File: src/rtl/rx_link_ctrl.sv
// Two-entry in-order frame buffer with a registered head slot.
// Latency: push into empty -> head_vld/head_dat one cycle later; head holds its value when drained.
// Backpressure: push_rdy low only when full with no pop this cycle; pushes while not ready are ignored.
module fifo2 #(
  parameter int WIDTH = 8
) (
  input  logic             core_clk,
  input  logic             arst_n,
  input  logic             push_vld,
  input  logic [WIDTH-1:0] push_dat,
  output logic             push_rdy,
  input  logic             pop_rdy,
  output logic             head_vld,
  output logic [WIDTH-1:0] head_dat
);

  logic [1:0]       cnt;
  logic [WIDTH-1:0] mem0;
  logic [WIDTH-1:0] mem1;
  logic             pop_go;
  logic             push_go;

  // A pop frees the slot in the same cycle, so a full buffer still takes a push alongside it.
  assign pop_go   = (cnt != 2'd0) && pop_rdy;
  assign push_rdy = (cnt != 2'd2) || pop_go;
  assign push_go  = push_vld && push_rdy;
  assign head_vld = (cnt != 2'd0);
  assign head_dat = mem0;

  // mem0 is always the head; on pop the tail shifts forward, otherwise mem0 keeps its last frame.
  always_ff @(posedge core_clk or negedge arst_n) begin
    if (!arst_n) begin
      cnt  <= 2'd0;
      mem0 <= '0;
      mem1 <= '0;
    end else begin
      cnt <= cnt + {1'b0, push_go} - {1'b0, pop_go};
      if (pop_go) begin
        if (cnt == 2'd2) mem0 <= mem1;
        if (push_go) begin
          if (cnt == 2'd1) mem0 <= push_dat;
          else             mem1 <= push_dat;
        end
      end else if (push_go) begin
        if (cnt == 2'd0) mem0 <= push_dat;
        else             mem1 <= push_dat;
      end
    end
  end

endmodule

// Receiver link sequencer: holds rx in reset when disabled, resyncs on stall, buffers frames for the consumer.
// Latency: frame_ready -> data_valid one cycle; state/rx_rst_out change one cycle after their cause.
// Backpressure: 2-entry buffer; a frame arriving while full without a same-cycle accept is dropped and counted.
module rx_link_ctrl #(
  parameter int WIDTH          = 162,
  parameter int TIMEOUT_CYCLES = 65000000,
  parameter int RESYNC_CYCLES  = 16,
  parameter int CNT_W          = 8
) (
  input  logic             clk_in,
  input  logic             rst_in,
  input  logic             enable,
  input  logic [WIDTH-1:0] frame_in,
  input  logic             frame_ready,
  output logic             rx_rst_out,
  output logic [WIDTH-1:0] data_out,
  output logic             data_valid,
  input  logic             data_accept,
  output logic             link_up,
  output logic [CNT_W-1:0] drop_count,
  output logic [CNT_W-1:0] resync_count,
  output logic [1:0]       state_out
);

  localparam int WD_W = $clog2(TIMEOUT_CYCLES);
  localparam int RS_W = $clog2(RESYNC_CYCLES + 1);

  typedef enum logic [1:0] {
    ST_IDLE   = 2'd0,
    ST_LISTEN = 2'd1,
    ST_RESYNC = 2'd2
  } state_t;

  state_t          state;
  logic [WD_W-1:0] wd_cnt;
  logic [RS_W-1:0] rs_cnt;
  logic            frm_vld;
  logic            frm_rdy;
  logic            pop_vld;

  // Frames are only taken while listening; IDLE and RESYNC ignore the receiver strobe.
  assign frm_vld   = frame_ready && (state == ST_LISTEN);
  assign pop_vld   = data_valid && data_accept;
  assign state_out = state;

  fifo2 #(.WIDTH(WIDTH)) u_fifo (
    .core_clk (clk_in),
    .arst_n   (rst_in),
    .push_vld (frm_vld),
    .push_dat (frame_in),
    .push_rdy (frm_rdy),
    .pop_rdy  (data_accept),
    .head_vld (data_valid),
    .head_dat (data_out)
  );

  // Link FSM with registered rx reset, link status, watchdog and resync statistics; disable wins over everything.
  always_ff @(posedge clk_in or negedge rst_in) begin
    if (!rst_in) begin
      state        <= ST_IDLE;
      rx_rst_out   <= 1'b1;
      link_up      <= 1'b0;
      wd_cnt       <= '0;
      rs_cnt       <= '0;
      resync_count <= '0;
    end else if (!enable) begin
      state      <= ST_IDLE;
      rx_rst_out <= 1'b1;
      link_up    <= 1'b0;
      wd_cnt     <= '0;
      rs_cnt     <= '0;
    end else begin
      case (state)
        ST_IDLE: begin
          state      <= ST_LISTEN;
          rx_rst_out <= 1'b0;
          link_up    <= 1'b0;
          wd_cnt     <= '0;
        end
        ST_LISTEN: begin
          if (frame_ready) begin
            // Any strobe, including one that ends up dropped, proves the link is alive.
            wd_cnt  <= '0;
            link_up <= 1'b1;
          end else if (wd_cnt == WD_W'(TIMEOUT_CYCLES - 1)) begin
            state      <= ST_RESYNC;
            rx_rst_out <= 1'b1;
            link_up    <= 1'b0;
            rs_cnt     <= '0;
            if (resync_count != {CNT_W{1'b1}}) resync_count <= resync_count + 1'b1;
          end else begin
            wd_cnt <= wd_cnt + WD_W'(1);
          end
        end
        ST_RESYNC: begin
          if (rs_cnt == RS_W'(RESYNC_CYCLES - 1)) begin
            state      <= ST_LISTEN;
            rx_rst_out <= 1'b0;
            wd_cnt     <= '0;
          end else begin
            rs_cnt <= rs_cnt + RS_W'(1);
          end
        end
        default: begin
          state      <= ST_IDLE;
          rx_rst_out <= 1'b1;
          link_up    <= 1'b0;
        end
      endcase
    end
  end

  // Count frames lost to a full buffer; saturate instead of wrapping.
  always_ff @(posedge clk_in or negedge rst_in) begin
    if (!rst_in) begin
      drop_count <= '0;
    end else if (frm_vld && !frm_rdy && (drop_count != {CNT_W{1'b1}})) begin
      drop_count <= drop_count + 1'b1;
    end
  end

endmodule
File: config.mk
export PLATFORM = sky130hd
export DESIGN_NAME = rx_link_ctrl
export DESIGN_NICKNAME = d
export VERILOG_FILES = /design/src/rtl/rx_link_ctrl.sv
export SDC_FILE = /design/constraint.sdc
export NUM_CORES = 1
export LEC_CHECK = 0
export CELL_PAD_IN_SITES_DETAIL_PLACEMENT = 1
export CELL_PAD_IN_SITES_GLOBAL_PLACEMENT = 1
export CORE_MARGIN = 3
export CORE_UTILIZATION = 30
export CTS_BUF_LIST = sky130_fd_sc_hd__clkbuf_4 sky130_fd_sc_hd__clkbuf_8
export CTS_CLUSTER_DIAMETER = 200
export CTS_CLUSTER_SIZE = 25
export DETAILED_ROUTE_END_ITERATION = 10
export PLACE_DENSITY_LB_ADDON = 0.1
export SLEW_MARGIN = 20
export SYNTH_ARGS = -nofsm -noshare
export SYNTH_HDL_FRONTEND = slang
export SYNTH_HIERARCHICAL = 1
export SYNTH_SLANG_ARGS = --single-unit
File: constraint.sdc
create_clock -name clk_in -period 1.9 [get_ports clk_in]
set_input_delay 0.285 -clock clk_in [delete_from_list [all_inputs] [get_ports clk_in]]
set_output_delay 0.285 -clock clk_in [all_outputs]
set_load 0.1 [all_outputs]
==> Word level (Yosys, flattened, before mapping) <==
Cells that the tools add are included.
Widths: inputs -> output; s select.
{ "word_totals": {"regBits": 377, "inputBits": 167, "wordCells": 91} }
{ "op_classes": {"addsub": 6, "eq_ne": 20, "n_mux": 35, "bitwise": 1, "n_reduce_logical": 19} }
{ "op_table": {"columns": ["op", "n"], "rows": [
  ["$mux 162", 11],
  ["$mux 26", 4],
  ["$pmux 26 s3", 1],
  ["$add 26x1->26 const B", 1],
  ["$eq 26x26->1 const B", 1],
  ["$mux 5", 4],
  ["$add 8x1->8 const B", 2],
  ["$ne 8x8->1 const B", 2],
  ["$pmux 5 s2", 1],
  ["$ne 3x3->1 const B", 3],
  ["$reduce_and 3->1", 3],
  ["$mux 2", 4],
  ["$mux 1", 7],
  ["$ne 2x2->1 const B", 3],
  ["$pmux 2 s3", 1],
  ["$reduce_bool 2->1", 3],
  ["$add 5x1->5 const B", 1],
  ["$eq 5x4->1 const B", 1],
  ["$logic_and 1x1->1", 5],
  ["$reduce_and 5->1", 1],
  ["$eq 2x1->1 const B", 2],
  ["$eq 2x2->1 const B", 2],
  ["$logic_not 2->1", 2],
  ["$ne 4x1->1 const B", 1],
  ["14 further kinds", 15]
]} }

==> Depth between registers and ports, before layout <==
Gate-level depths: netlist (run 1).
{ "depth": {"ltp_word": 6, "depth_mapped": 8, "ltp_nobuf": 8} }

==> Hierarchy <==
The synthesis (run 1) kept the hierarchy.
{ "by_module_without_submodules": {"columns": ["module", "n_inst", "cells_each", "area_each_um2", "seq_area_each_um2"], "rows": [
  ["fifo2", 1, 901, 13188.9, 8157.8],
  ["rx_link_ctrl", 1, 287, 2783.9, 1277.5]
]} }

==> Least setup slack after synthesis (run 1) <==
OpenSTA, ideal clock, no wires.
{ "synth_timing": {"path_kind": "reg2reg", "start": "reg state[0] (netlist: state_out[0])", "end": "reg u_fifo.mem0[100] (netlist: u_fifo/head_dat[100])", "arrival_time_ns": 2.541, "required_ns": 1.773, "slack_ns": -0.768, "path_stages_with_launch": 9, "n_path_buf": 3, "cell_sequence": "dfrtp_1 -> nor2b_1 -> and2_1 -> nand2b_1 -> o21ba_1 -> buf_6 -> buf_6 -> buf_6 -> a221o_1"} }
{ "synth_via": {"elab_chain_len": 5, "word_cells_on_any_way": 7, "classes_between": "eq/ne (1); mux (2); reduce/logical (4)"} }
{ "synth_rtl": {"columns": ["item", "line_no", "rtl"], "rows": [
  ["start, declared", "86", "state_t state;"],
  ["start signal, assigned", "112", "state <= ST_IDLE;"],
  ["start signal, assigned", "119", "state <= ST_IDLE;"],
  ["start signal, assigned", "127", "state <= ST_LISTEN;"],
  ["$eq 2x1->1 *", "94", "assign frm_vld = frame_ready && (state == ST_LISTEN);"],
  ["$logic_and 1x1->1 *", "94", null],
  ["net frm_vld", "89", "logic frm_vld;"],
  ["$logic_and 1x1->1 *", "26", "assign push_go = push_vld && push_rdy;"],
  ["$mux 162 or $reduce_bool 2->1 (tied branches)", null, null],
  ["$mux 162 or $reduce_and 2->1 (tied branches)", null, null],
  ["end signal, assigned", "39", "if (cnt == 2'd2) mem0 <= mem1;"],
  ["end signal, assigned", "41", "if (cnt == 2'd1) mem0 <= push_dat;"],
  ["end signal, assigned", "45", "if (cnt == 2'd0) mem0 <= push_dat;"],
  ["end, declared", "18", "logic [WIDTH-1:0] mem0;"]
]} }
Mark *: on every way through the listed nets, which the timed path passes. The rest lies on a longest branch.
A chain may end at the register's enable or synchronous reset.

==> Worst setup path in the final report (run 1) <==
{ "layout_timing": {"start": "reg state[0] (netlist: state_out[0])", "end": "reg u_fifo.mem1[62]"} }
{ "layout_via": {"elab_chain_len": 4} }
{ "layout_rtl": {"columns": ["item", "line_no", "rtl"], "rows": [
  ["$eq 2x1->1", "94", null],
  ["$logic_and 1x1->1", "94", null],
  ["net frm_vld", "89", null],
  ["$logic_and 1x1->1", "26", null],
  ["$reduce_and 3->1 (no source line)", null, null],
  ["end signal, assigned", "42", "else mem1 <= push_dat;"],
  ["end signal, assigned", "46", "else mem1 <= push_dat;"],
  ["end, declared", "19", "logic [WIDTH-1:0] mem1;"]
]} }
The timed path passes the listed nets, and every way through them passes these cells.

==> flow_summary_export.csv, run 1 <==
group,metric,value,unit
yosys,synth_edf_count,0,
critical_path,crit_fanout,7,
sta,rsz0062_at_grt,"yes",
cells_and_area,n_fill_cell,5331,
yosys,seq_area_frac_synth,0.591,
yosys,avgSynthCellArea,13.4,µm²
yosys,synthArstFlopShare,1.00,
yosys,synth_compound_area_frac,0.134,
sta,relSlewSlack,0.701,
detailed_routing,wl,52600,µm
cts,clk_latency,0.62,ns
cells_and_area,fin_area,0.0222,mm²
yosys,syn-num-nets,1361,
cts,cts_root_buffer,"clkbuf_8",
cells_and_area,final_cell_count_no_fill,2301,
sta,fin_crit_sh,1.02,
global_routing,track_usage,0.167,
global_routing,grt_pass1_wl,75100,µm
power_and_ir_drop,p_total,41.2,mW
cells_and_area,area_delta_synth_final,39.2,%
critical_path,worstSetupStartpointType,"register",
power_and_ir_drop,ir_drop,1.21,mV
sta,worstMarginPinSlew,0.449,ns
sta,fin_skew,0.0601,ns
cts,cts_tree,"yes",
detailed_routing,routed_via_density,5.10,
sta,final-max-slew-violation-count,0,
die,die_w,237,µm
place,gp_congestion,0.735,
die,io_pins,350,
die,rows,83,
detailed_routing,dr.pass1.iters,4,
yosys,synthDistinctLibCells,57,
global_routing,grt_pass1_vias,12100,
die,die_area,0.0560,mm²
power_and_ir_drop,p_leak,10.2,nW
cells_and_area,final_nets,1786,
sta,setup_ws,-0.0470,ns
global_routing,antenna_found_initial,5,
detailed_routing,antenna_left,0,
yosys,synthCells,1188,
sta,tns,-3.19,ns
sta,finalCriticalPeriod,1.95,ns
yosys,synth_xor_area_frac,0.00768,
cells_and_area,mostFrequentLayoutCells,"362 x dfrtp_1, 237 x buf_4, 165 x clkdlybuf4s50_1",
run,maxCapViolCount,0,
cts,clock_sinks,377,
detailed_routing,drc,0,
cells_and_area,layout_commonest_cell,"dfrtp_1",
sta,final-setup-viol-count,154,
critical_path,worstPathRequired,2.40,ns
yosys,synth_ff_type,"dfrtp_1",
sta,hold_viol_final,0,
place,dpl-instance-area,0.0206,mm²
status,violations,"setup timing",
global_routing,grt_overflow,0,
yosys,synth-simple-area-share,0.111,
yosys,yosys_warnings,6,
status,status,"finished with violations",
cts,numCtsBuffers,19,
detailed_routing,drtIter0Drc,549,
yosys,yosysTopAreaCell,"dfrtp_1",
die,die_h,237,µm
yosys,ys_ff_latch,377,
die,core_area,0.0520,mm²
cts,h-tree-depth,1,
place,dp.cells,2229,
global_routing,grt_max_degree,65,
power_and_ir_drop,power.density,1860,mW/mm²
cts,clk_path_buf_depth,3,
worst_hold_path,min_path_type,"input pin to async pin",
critical_path,cp.arrival,2.45,ns
critical_path,critical_path_class,"register to register",
yosys,yosys.area_share.adder,0.00470,
detailed_routing,dr_total_vias,11700,
place,io_buffers,349,
place,dp_slack,-0.327,ns
yosys,synth_top_area_share,0.589,
place,dp_hpwl,33600,µm
yosys,muxShareOfSynthArea,0.119,
detailed_routing,wire_per_inst,22.8,µm
cts,path_clk_slew,0.17,ns
die,initial_core_util,0.307,
cells_and_area,drive_gt1_frac,0.354,
yosys,netlist_area,0.0160,mm²
yosys,synth_top_family_by_area,"compound AO/OA/AOI/OAI gates",
critical_path,end_kind,"register",
sta,fmax,514,MHz
yosys,yosys-top-cells-area,"dfrtp_1 59%, mux2_2 11%, a221o_1 10%",
[registers in the layout (all words and copies together), names as in the netlist]
signal	flops
u_fifo/head_dat	162
u_fifo/mem1	162
wd_cnt	26
drop_count	8
resync_count	8
rs_cnt	5
state_out	2
u_fifo/cnt	2
link_up	1
rx_rst_out	1
[synth_stat cells, drive strengths merged (2+ instances only)]
cell type	instances
dfrtp	376
mux2	167
and2	165
a221o	162
buf	48
o21ai	37
clkbuf	32
nand2	30
nand3	20
nand4	19
a21oi	16
xnor2	11
inv	10
a31oi	8
nand2b	8
nor2	8
and3	7
o31ai	7
ha	6
o211ai	5
a41oi	4
nor2b	4
nor4	4
and4	3
nor3	3
xor2	3
and3b	2
and4bb	2
o22ai	2
or2	2
or3	2
[what timing repair did]
| action | CTS | global route |
|---|---|---|
| pin swaps | 6 | 44 |
| hold endpoints to repair | 289 | 0 |
| gates cloned | 1 | 24 |
| hold buffers | 1 | 0 |
| endpoints found under the setup margin | 42 | 359 |
| resized for setup | 12 | 125 |
| setup buffers | 6 | 12 |
[path summary, 6_finish.rpt]
kind | start | endpoint | slack [ns] | depth (start not counted)
min in group clk_in | frame_in[52] | u_fifo/mem1[52] | 0.30 | 2
hold reg to reg | wd_cnt[20] | wd_cnt[20] | 0.49 | 1
hold / removal | rst_in | wd_cnt[10] | 0.15 | 2
max in group asynchronous | rst_in | u_fifo/head_dat[82] | 0.95 | 3
setup reg to reg | state_out[0] | u_fifo/mem1[62] | -0.05 | 8
setup / recovery | state_out[0] | u_fifo/mem1[62] | -0.05 | 8
[report_power, final]
| part | switching (mW) | internal, mW |
|---|---|---|
| logic | 16.6 | 7.53 |
| registers | 1.93 | 11.4 |
| clock network | 2.63 | 1.11 |
[worst max-delay path, stage by stage (launching register included)]
cell       delay, ns
dfrtp_4         0.51
nor2b_4         0.14
and2_4          0.16
buf_6           0.12
o21ai_4         0.05
buf_12          0.15
clkbuf_16       0.19
clkbuf_16       0.18
mux2_2          0.33
[stage by stage]
step	utilization	hold WS, ns
floorplan	-	-0.0106
global placement	0.395	0.221
detailed placement	0.395	0.223
CTS	0.404	0.115
global route	0.427	0.122
finish	0.427	0.149
[cell type report]
cell class	count	area [µm²]	area share
Antenna cell	2	5.00	0.000225
Clock buffer	26	314	0.0141
Clock inverter	1	30.0	0.00135
Inverter	10	37.5	0.00169
Multi-Input combinational cell	722	6520	0.293
Sequential cell	377	9460	0.425
Tap cell	680	851	0.0383
Timing Repair Buffer	483	5010	0.226
[per-layer routing]
metal	routed length, µm	global-route usage
met4	779	0.0247
met5	38	0
met3	2690	0.0366
met1	24200	0.238
met2	24900	0.265
[cell families after synthesis]
| group | count (synthesis) |
|---|---|
| multiplexers | 168 |
| AND/OR/NAND/NOR | 286 |
| adder cells (fa/ha/maj) | 6 |
| buffers and inverters | 90 |
| flip-flops | 377 |
| XOR/XNOR | 14 |
| AO/OA/AOI/OAI | 247 |
Power figures use the tool's default switching activity.
==> inputs of run 2 (changes only) <==
CAP_MARGIN = 20   (was not set)
==> results of run 2 <==
Final layout, timing and power as in run 1 (identical DEF).
